$ cat src/rtl/instr_issue_seq.sv
// Program sequencer: fetches 16-bit instructions from synchronous program memory,
// launches each one on the control unit with an active-low run strobe and waits for done.
module instr_issue_seq #(
  parameter int ADDR_W  = 5,
  parameter int TIMEOUT = 15
) (
  input  logic              clk,
  input  logic              reset_n,
  input  logic              start,
  input  logic [ADDR_W-1:0] start_addr,
  input  logic              stop,
  output logic              mem_rd,
  output logic [ADDR_W-1:0] mem_addr,
  input  logic [15:0]       mem_data,
  output logic [15:0]       instr,
  output logic              run,
  input  logic              done,
  output logic              busy,
  output logic              halted,
  output logic              error,
  output logic [ADDR_W-1:0] pc,
  output logic [7:0]        instr_count
);

  typedef enum logic [2:0] {
    IDLE  = 3'd0,
    FETCH = 3'd1,
    LATCH = 3'd2,
    ISSUE = 3'd3,
    EXEC  = 3'd4
  } state_t;

  localparam logic [7:0] TMO_LIMIT = TIMEOUT[7:0];
  localparam logic [2:0] HALT_OP   = 3'b111;

  state_t            state_reg, state_next;
  logic              mem_rd_reg, mem_rd_next;
  logic [15:0]       instr_reg, instr_next;
  logic              run_reg, run_next;
  logic              halted_reg, halted_next;
  logic              error_reg, error_next;
  logic [ADDR_W-1:0] pc_reg, pc_next;
  logic [7:0]        count_reg, count_next;
  logic [7:0]        tmo_reg, tmo_next;

  logic halt_op;
  logic tmo_hit;

  assign halt_op = (mem_data[15:13] == HALT_OP);
  assign tmo_hit = ((tmo_reg + 8'd1) == TMO_LIMIT);

  always_comb begin
    state_next  = state_reg;
    instr_next  = instr_reg;
    halted_next = halted_reg;
    error_next  = error_reg;
    pc_next     = pc_reg;
    count_next  = count_reg;
    tmo_next    = tmo_reg;

    case (state_reg)
      IDLE: begin
        if (start) begin
          pc_next     = start_addr;
          halted_next = 1'b0;
          error_next  = 1'b0;
          count_next  = 8'd0;
          // a stop already pending when FETCH would be entered cancels the read
          state_next  = stop ? IDLE : FETCH;
        end
      end

      FETCH: begin
        state_next = LATCH;
      end

      LATCH: begin
        if (halt_op) begin
          halted_next = 1'b1;
          state_next  = IDLE;
        end else begin
          instr_next  = mem_data;
          state_next  = ISSUE;
        end
      end

      ISSUE: begin
        tmo_next   = 8'd0;
        state_next = EXEC;
      end

      EXEC: begin
        if (done) begin
          pc_next    = pc_reg + ADDR_W'(1);
          count_next = (count_reg == 8'hFF) ? count_reg : count_reg + 8'd1;
          state_next = stop ? IDLE : FETCH;
        end else if (tmo_hit) begin
          error_next = 1'b1;
          tmo_next   = tmo_reg + 8'd1;
          state_next = IDLE;
        end else begin
          tmo_next   = tmo_reg + 8'd1;
        end
      end

      default: begin
        state_next = IDLE;
      end
    endcase

    // strobes are registered, so they are derived from the state being entered
    mem_rd_next = (state_next == FETCH);
    run_next    = (state_next != ISSUE);
  end

  always_ff @(posedge clk or negedge reset_n) begin
    if (!reset_n) begin
      state_reg  <= IDLE;
      mem_rd_reg <= 1'b0;
      instr_reg  <= 16'h0000;
      run_reg    <= 1'b1;
      halted_reg <= 1'b0;
      error_reg  <= 1'b0;
      pc_reg     <= '0;
      count_reg  <= 8'd0;
      tmo_reg    <= 8'd0;
    end else begin
      state_reg  <= state_next;
      mem_rd_reg <= mem_rd_next;
      instr_reg  <= instr_next;
      run_reg    <= run_next;
      halted_reg <= halted_next;
      error_reg  <= error_next;
      pc_reg     <= pc_next;
      count_reg  <= count_next;
      tmo_reg    <= tmo_next;
    end
  end

  assign mem_rd      = mem_rd_reg;
  assign mem_addr    = pc_reg;
  assign instr       = instr_reg;
  assign run         = run_reg;
  assign busy        = (state_reg != IDLE);
  assign halted      = halted_reg;
  assign error       = error_reg;
  assign pc          = pc_reg;
  assign instr_count = count_reg;

endmodule

$ cat config.mk
export PLATFORM = sky130hd
export DESIGN_NAME = instr_issue_seq
export DESIGN_NICKNAME = d
export VERILOG_FILES = /design/src/rtl/instr_issue_seq.sv
export SDC_FILE = /design/constraint.sdc
export NUM_CORES = 1
export LEC_CHECK = 0
export CAP_MARGIN = 10
export CORE_AREA = 4 4 71 90
export DETAILED_ROUTE_END_ITERATION = 12
export DIE_AREA = 0 0 75 94
export PLACE_DENSITY = 0.73
export RECOVER_POWER = 25
export SYNTH_ARGS = -nofsm -noshare
export SYNTH_HDL_FRONTEND = slang
export SYNTH_SLANG_ARGS = --single-unit
$ cat constraint.sdc
create_clock -name clk -period 2.8 [get_ports clk]
set_input_delay 0.56 -clock clk [delete_from_list [all_inputs] [get_ports clk]]
set_output_delay 0.56 -clock clk [all_outputs]
set_load 0.03 [all_outputs]
==> results of run 1 <==
-- placed cells by master (no fill, tap or decap), types with 2 or more instances in the layout --
cell / instances
nand3_1: 9
o31ai_1: 5
nand2b_1: 7
xor2_1: 3
clkbuf_8: 6
mux2i_1: 7
nor4b_1: 2
nand2_1: 18
nor2_1: 11
ha_1: 4
and4_1: 2
nand4_1: 4
a2bb2oi_1: 2
clkbuf_1: 2
nor3_1: 4
dfrtp_1: 43
buf_4: 5
inv_1: 4
o21ai_0: 19
o21ai_1: 2
nor3b_1: 2
clkdlybuf4s50_1: 63
a21oi_1: 9
mux2_2: 12
o22a_1: 3
and3_1: 5
-- power breakdown --
group          switching, W  leakage (nW)  internal [W]
sequential         0.000180         0.556      0.000848
clock              0.000221        0.0614      0.000292
combinational      0.000838         0.603      0.000672
-- cell families (layout without fill, tap and decap cells) --
group	count (synthesis)	count (layout)	share of synthesized area (%)
XOR/XNOR	4	4	1.63
multiplexers	20	20	10.0
buffers and inverters	18	82	4.53
adder cells (fa/ha/maj)	4	4	2.32
AO/OA/AOI/OAI	45	45	12.7
flip-flops	44	44	51.1
AND/OR/NAND/NOR	72	72	17.7
-- area by class of cell --
cell class / instances / area (sq um)
Sequential cell: 44 / 1100
Inverter: 4 / 15.0
Clock buffer: 6 / 82.6
Clock inverter: 2 / 38.8
Multi-Input combinational cell: 145 / 956
Fill cell: 511 / 2670
Tap cell: 66 / 82.6
Timing Repair Buffer: 70 / 676
-- worst max-delay path, stage by stage (launching register included) --
cell and delay, ps:
dfrtp_1 490, nor3_1 270, inv_1 90, clkdlybuf4s50_1 600
-- routing by layer --
layer | share of wire [%] | wire, um
met1 | 41 | 2000
met2 | 50 | 2430
met3 | 6.9 | 334
met4 | 1.7 | 82
met5 | 0 | 0
-- worst paths after layout --
path | to | startpoint | cells past startpoint | slack (ps)
worst max-delay path | busy | state_reg[1]$_DFF_PN0_ | 3 | 500
worst min-delay path | instr[15]$_DFFE_PN0P_ | instr[15]$_DFFE_PN0P_ | 1 | 490
worst max register to register | instr_count[3]$_DFFE_PN0P_ | state_reg[2]$_DFF_PN0_ | 4 | 980
worst min register to register | instr[15]$_DFFE_PN0P_ | instr[15]$_DFFE_PN0P_ | 1 | 490
max in group asynchronous | instr[2]$_DFFE_PN0P_ | reset_n | 2 | 1160
min in group asynchronous | mem_addr[0]$_DFFE_PN0P_ | reset_n | 1 | 550
-- stage by stage --
| step | area, sq um | util, % | cells | total power, W | hold slack (ps) |
|---|---|---|---|---|---|
| finish | 2950 | 52.5 | 337 | 0.00305 | 494 |
| global route | 2950 | 52.5 | 337 | 0.00325 | 514 |
| CTS | 2960 | 52.6 | 337 | 0.00310 | 266 |
| detailed placement | 2840 | 50.4 | 329 | 0.00257 | 479 |
| global placement | 2840 | 50.4 | 329 | 0.00253 | 472 |
| floorplan | 2160 | - | 207 | 0.00199 | 264 |
==> impl_metrics.env, run 1 <==
export IMPL_run_status="complete, no violations"
export IMPL_synthCells=207
export IMPL_hpwl_um=3680
export IMPL_leakage_nw=1.22
export IMPL_power_density_nw_per_um2=1030
export IMPL_rsz0062_at_grt="false"
export IMPL_finalHoldViolations=0
export IMPL_cts_resized=0
export IMPL_fmax_mhz=436
export IMPL_core_area_sq_um=5620
export IMPL_area_delta_synth_final_pct=37.0
export IMPL_post_drt_wl_per_cell_um=14.4
export IMPL_dr_pass1_iters=4
export IMPL_num_io_pins=65
export IMPL_postRouteAntennaNets=0
export IMPL_root_buffer="clkbuf_8"
export IMPL_crit_path_end_kind="output port"
export IMPL_start_util_pct=38.3
export IMPL_synth_top_cells_by_count="dfrtp_1 (43), o21ai_0 (19), nand2_1 (18), mux2_2 (12), nor2_1 (11)"
export IMPL_hold_path_class="reg -> reg"
export IMPL_die_area_sq_um=7050
export IMPL_finalSetupViolations=0
export IMPL_ctsHoldBuffers=0
export IMPL_synth_edff_count=0
export IMPL_busiest_layer="met2"
export IMPL_cp_max_fo=10
export IMPL_netlist_top_cells_area="dfrtp_1 (50%), mux2_2 (6.3%), o21ai_0 (4.4%)"
export IMPL_grt_overflow=0
export IMPL_wl_um=4850
export IMPL_setup_ws_ps=505
export IMPL_peakVddDrop_mv=0.423
export IMPL_cp_arrival_ps=1740
export IMPL_slew_headroom_pct=9.92
export IMPL_cts_made_buffers=5
export IMPL_path_clk_slew_ps=90
export IMPL_grt_pass1_wl_um=8250
export IMPL_drtIter0Drc=113
export IMPL_gp_congestion=0.780
export IMPL_avgSynthCellArea_sq_um=10.4
export IMPL_grt_pass1_vias=1748
export IMPL_largest_register_ffs=16
export IMPL_vias=1793
export IMPL_die_h_um=94
export IMPL_antenna_found_initial=0
export IMPL_clock_path_buffers=2
export IMPL_synth_seq_cells=44
export IMPL_max_cap_violations=0
export IMPL_synth_area_sq_um=2160
export IMPL_n_antenna_cell=0
export IMPL_setup_tns_ps=0
export IMPL_syn_nets=237
export IMPL_start_kind="register"
export IMPL_postCtsSetupBuffers=0
export IMPL_worstMarginPinSlew_ps=1350
export IMPL_required_ps=2240
export IMPL_synthFlopType="dfrtp_1"
export IMPL_gr_usage_met2_pct=25.3
export IMPL_async_flop_share_pct=100
export IMPL_pre_cts_ws_ps=447
export IMPL_fin_crit_sh_pct=82.0
export IMPL_yosysWarningCount=0
export IMPL_die_width_um=75
export IMPL_rows=31
export IMPL_synth_most_common_cell="dfrtp_1"
export IMPL_clk_insertion_delay_late_ps=290
export IMPL_finClkSkew_ps=6.40
export IMPL_grt_util_met1_pct=18.5
export IMPL_criticalPathCategory="reg -> out"
export IMPL_netlist_area_leader_share_pct=49.9
export IMPL_grt_max_degree=26
export IMPL_h_tree_depth=2
export IMPL_synth_cell_type_count=42
export IMPL_io_buffers=64
export IMPL_synth_top_area_cell="dfrtp_1"
export IMPL_fin_crit_ps=2300
export IMPL_layout_drive_gt1_share_pct=9.96
export IMPL_nNetsFinal=300
export IMPL_routed_via_density=5.32
export IMPL_final_max_slew_violation_count=0
export IMPL_synth_seq_area_share_pct=51.1
export IMPL_cts_tree="built"
export IMPL_post_route_drc_count=0
export IMPL_grt_usage_pct=15.2
export IMPL_use_met3_pct=3.10
export IMPL_cts_sinks=44
(Power assumes the default switching activity.)
==> run 2, diff against run 1 <==
clock period = 2.36 ns   (was 2.8 ns; I/O delays follow)
==> run 2 against run 1 <==
Sequential share of layout area decreased by 0.19 points. Cell count unchanged. Final area increased by 0.51%. Combinational power is 21% higher. Clock skew down 1.7 ps. Sequential cell count did not move. Hold slack lost 42 ps. Highest routed layer unchanged.
==> impl_metrics.env, run 2 (same netlist as run 1, synthesis figures left out) <==
export IMPL_vias=1770
export IMPL_cts_sinks=44
export IMPL_crit_path_end_kind="output port"
export IMPL_area_delta_synth_final_pct=37.7
export IMPL_cts_tree="built"
export IMPL_criticalPathCategory="reg -> out"
export IMPL_final_cell_mix="clkdlybuf4s50_1 (63), dfrtp_1 (43), o21ai_0 (19)"
export IMPL_die_h_um=94
export IMPL_finalSetupViolations=0
export IMPL_final_max_slew_violation_count=0
export IMPL_gp_congestion=0.792
export IMPL_cts_made_buffers=5
export IMPL_hold_path_class="in -> async"
export IMPL_largest_register_ffs=16
export IMPL_n_antenna_cell=0
export IMPL_power_density_nw_per_um2=1230
export IMPL_cp_max_fo=10
export IMPL_die_width_um=75
export IMPL_post_drt_wl_per_cell_um=14.7
export IMPL_grt_usage_pct=15.2
export IMPL_rsz0062_at_grt="false"
export IMPL_setup_tns_ps=0
export IMPL_leakage_nw=1.23
export IMPL_core_area_sq_um=5620
export IMPL_die_area_sq_um=7050
export IMPL_h_tree_depth=2
export IMPL_routed_via_density=5.25
export IMPL_cp_slowest_cell="clkdlybuf4s50_1"
export IMPL_root_buffer="clkbuf_8"
export IMPL_clock_path_buffers=2
export IMPL_drtIter0Drc=100
export IMPL_fin_crit_ps=2210
export IMPL_worstMarginPinSlew_ps=1090
export IMPL_finClkSkew_ps=4.70
export IMPL_grt_max_degree=45
export IMPL_cp_arrival_ps=1740
export IMPL_cts_resized=0
export IMPL_ctsHoldBuffers=0
export IMPL_antenna_found_initial=0
export IMPL_final_common_cell="clkdlybuf4s50_1"
export IMPL_grt_pass1_vias=1802
export IMPL_required_ps=1890
export IMPL_fin_crit_sh_pct=93.6
export IMPL_fmax_mhz=453
export IMPL_layout_drive_gt1_share_pct=10.7
export IMPL_clk_insertion_delay_late_ps=300
export IMPL_path_clk_slew_ps=90
export IMPL_wl_um=4940
export IMPL_nFillCells=513
export IMPL_crit_chain="nor3_1 -> inv_1 -> clkdlybuf4s50_1"
export IMPL_postRouteAntennaNets=0
export IMPL_finalHoldViolations=0
export IMPL_totalPowerFinal_w=0.00365
export IMPL_grt_pass1_wl_um=8320
export IMPL_rows=31
export IMPL_num_io_pins=65
export IMPL_start_util_pct=38.3
export IMPL_slew_headroom_pct=27.1
export IMPL_hpwl_um=3600
export IMPL_nNetsFinal=300
export IMPL_start_kind="register"
export IMPL_peakVddDrop_mv=0.594
export IMPL_design_area_sq_um=2970
export IMPL_dpl_cell_area_sq_um=2850
export IMPL_post_route_drc_count=0
export IMPL_dr_pass1_iters=4
export IMPL_postCtsSetupBuffers=0
export IMPL_grt_overflow=0
export IMPL_io_buffers=64
export IMPL_slowest_delay_ps=600
export IMPL_run_status="complete, no violations"
export IMPL_max_cap_violations=0
-- run 2: critical path, delay by kind of cell (launching register included) --
kind,cells,cell delay (ps)
flip-flops,1,490
buffers and inverters,2,680
AND/OR/NAND/NOR,1,280
-- run 2: worst paths after layout --
kind / start / end / slack (ps) / cells past startpoint
setup reg to reg: state_reg[2]$_DFF_PN0_ / instr_count[3]$_DFFE_PN0P_ / 560 / 4
hold reg to reg: instr[13]$_DFFE_PN0P_ / instr[13]$_DFFE_PN0P_ / 500 / 1
min in group clk: instr[13]$_DFFE_PN0P_ / instr[13]$_DFFE_PN0P_ / 500 / 1
setup / recovery: state_reg[1]$_DFF_PN0_ / busy / 150 / 3
hold / removal: reset_n / instr[8]$_DFFE_PN0P_ / 450 / 2
max in group asynchronous: reset_n / tmo_reg[2]$_DFFE_PN0P_ / 1240 / 2
-- run 2: report_power, final --
part	leakage, nW	switching [W]	total (W)	internal, W
clock network	0.0614	0.000266	0.000612	0.000346
registers	0.556	0.000213	0.00122	0.00101
logic	0.613	0.00100	0.00182	0.000822
-- run 2: per-stage QoR --
stage | std cells | worst slack [ps] | hold WS [ps] | util (%)
floorplan | 207 | 573 | 176 | -
global placement | 329 | 143 | 470 | 50.7
detailed placement | 329 | 123 | 486 | 50.7
CTS | 337 | 127 | 265 | 52.8
global route | 337 | 18.4 | 513 | 52.8
finish | 337 | 150 | 452 | 52.8
-- run 2: cell type report --
type                            instances  area (sq um)  share of cell area [%]
Multi-Input combinational cell        145           956                    32.2
Tap cell                               66          82.6                    2.78
Sequential cell                        44          1100                    37.1
Timing Repair Buffer                   70           691                    23.3
Clock inverter                          2          38.8                    1.31
Clock buffer                            6          82.6                    2.78
Inverter                                4          15.0                   0.506
-- run 2: routing by layer --
metal | global-route usage [%] | routed length, um | vias up
met5 | 0 | 0 | -
met4 | 5.49 | 72 | 0
met3 | 3.85 | 374 | 5
met2 | 26.1 | 2460 | 48
met1 | 17.8 | 2040 | 850
li1 | - | - | 867
==> RTL edit (flow settings as in run 2) <==
Change the parameter `ADDR_W` from 5 to 6.
--- a/src/rtl/instr_issue_seq.sv
+++ b/src/rtl/instr_issue_seq.sv
@@ -1,7 +1,7 @@
 // Program sequencer: fetches 16-bit instructions from synchronous program memory,
 // launches each one on the control unit with an active-low run strobe and waits for done.
 module instr_issue_seq #(
-  parameter int ADDR_W  = 5,
+  parameter int ADDR_W  = 6,
   parameter int TIMEOUT = 15
 ) (
   input  logic              clk,
Interface: changed (resized mem_addr, pc and start_addr); port bits go from 65 to 68. No check against the original RTL was run, so the function may have changed too.
==> RTL edit against run 2 <==
  * Critical path type unchanged
  * Power down 2.7%
  * Largest power group unchanged
  * Largest cell class unchanged
  * Fmax down 1.4%
  * Sequential power up 3%
  * First-iteration DRC count down 26%
  * Critical path depth down 1
  * Clock skew up 0.0018 ns
  * Setup slack worse by 0.032 ns
  * Synthesized cell count up 15%
  * Sequential cell count up 1
  * Routed wire length up 1.8%
  * Count of clock-buffer cells in the layout up 1
  * Synthesized area up 2.7%
  * Cell area up 0.93%
==> RTL edit: results (changes against run 2) <==
[run_status]
status=complete, no violations

[global_route]
grt_pass1_vias=1860  ; +3.2%
groute.usage.overall_pct=15.3  ; +0.14 points
grt_max_degree=46  ; +2.2%
grt_pass1_wl_um=8450  ; +1.5%

[logic_synthesis]
yosysSeqAreaShare_pct=50.9  ; -0.23 points
synth-compound-area-share_pct=14.5  ; +1.9 points
synth.area.mux_share_pct=0.904  ; -9.1 points
synth.area.top_cells=dfrtp_1 (50%), nand2_1 (10%), o21ai_0 (4.5%)
synth_fp_nets=270  ; +14%
synthTopCellsByCount=nand2_1 (59), dfrtp_1 (44), o21ai_0 (20)
synthAdderAreaFrac_pct=2.26  ; -0.062 points
synthDistinctLibCells=43  ; +2.4%
synth_xor_area_share_pct=1.98  ; +0.35 points

[power]
power.leakage_uw=0.00130  ; +5.3%
ir_worst_vdd_uv=649  ; +9.3%

[place]
preCtsSetupSlack_ns=0.136  ; +0.0136 ns
place_congestion=0.772  ; -2.6%
port-buffer-count=67  ; +4.7%
hpwl_um=3660  ; +1.7%

[routing]
wl_per_cell_um=13.6  ; -7.2%
vias_per_cell=5.09  ; -3.0%
drt-initial-drc-count=74  ; -26%

[timing]
skew_ns=0.00653  ; +0.00183 ns
maxSlewHeadroom_pct=27.0  ; -0.050 points

[setup_path]
critPathArrivalTime_ns=1.77  ; +0.03 ns
rr_startpoint=state_reg[1]
r2r_slack_ns=0.48  ; -0.08 ns
reg2reg_to=tmo_reg[2]
crit_fanout=8  ; -2

[hold_path]
min-delay-path-class=input pin to asynchronous set/reset pin

[clocking]
cts_buffers=5  ; unchanged

[layout]
nets=334  ; +11%
drive_above_1_share_pct=7.24  ; -3.5 points

-- RTL edit: cell count changes after synthesis, sizes merged, moves of 3 or more --
cell    change
nand2      +41
mux2       -13
nand2b      -6
mux2i       -5
a21oi       +4
and3        -3
-- RTL edit: metrics by stage --
stage | hold WS [ns] | total power, µW | cell area [µm²] | instances
floorplan | 0.176 | 2420 | 2210 | 239
finish | 0.456 | 3560 | 3000 | 370
global placement | 0.457 | 3100 | 2910 | 362
global route | 0.501 | 3800 | 3000 | 370
CTS | 0.276 | 3600 | 3000 | 370
detailed placement | 0.461 | 3120 | 2910 | 362
-- RTL edit: logic make-up after synthesis --
family / Yosys count
xor+xnor: 5
simple gates: 110
fa+ha+maj: 4
buf+inv: 22
compound gates: 51
flops: 45
mux: 2
-- RTL edit: layer usage --
| layer | wire length, µm | global-route usage [%] |
|---|---|---|
| met5 | 0 | 0 |
| met4 | 38 | 4.01 |
| met3 | 238 | 3.64 |
| met2 | 2640 | 26.2 |
| met1 | 2120 | 18.9 |
-- RTL edit: final cells by class --
type / count / area, µm²
Clock buffer: 7 / 76.3
Clock inverter: 1 / 7.51
Fill cell: 513 / 2630
Inverter: 5 / 18.8
Multi-Input combinational cell: 172 / 967
Sequential cell: 45 / 1130
Tap cell: 66 / 82.6
Timing Repair Buffer: 74 / 716
-- RTL edit: report_power, final --
| group | total (µW) | internal (µW) | switching, µW |
|---|---|---|---|
| clock network | 463 | 210 | 253 |
| logic | 1830 | 758 | 1070 |
| registers | 1260 | 1020 | 239 |
| total | 3560 | 1990 | 1570 |
-- RTL edit: how the worst max path moves through the flow --
stage                   startpoint              to  slack (ns)  cells after the start
detailed placement            done      tmo_reg[2]        0.14                      5
CTS                   state_reg[0]            busy        0.10                      2
floorplan           instr_count[0]  instr_count[6]        0.53                      6
finish                state_reg[0]            busy        0.12                      2
global route          state_reg[0]            busy        0.06                      2
global placement              done      tmo_reg[4]        0.19                      5
-- RTL edit: worst max-delay path: stages (launching register included) --
cell	delay [ns]
dfrtp_1	0.49
or3_1	0.38
clkdlybuf4s50_1	0.61
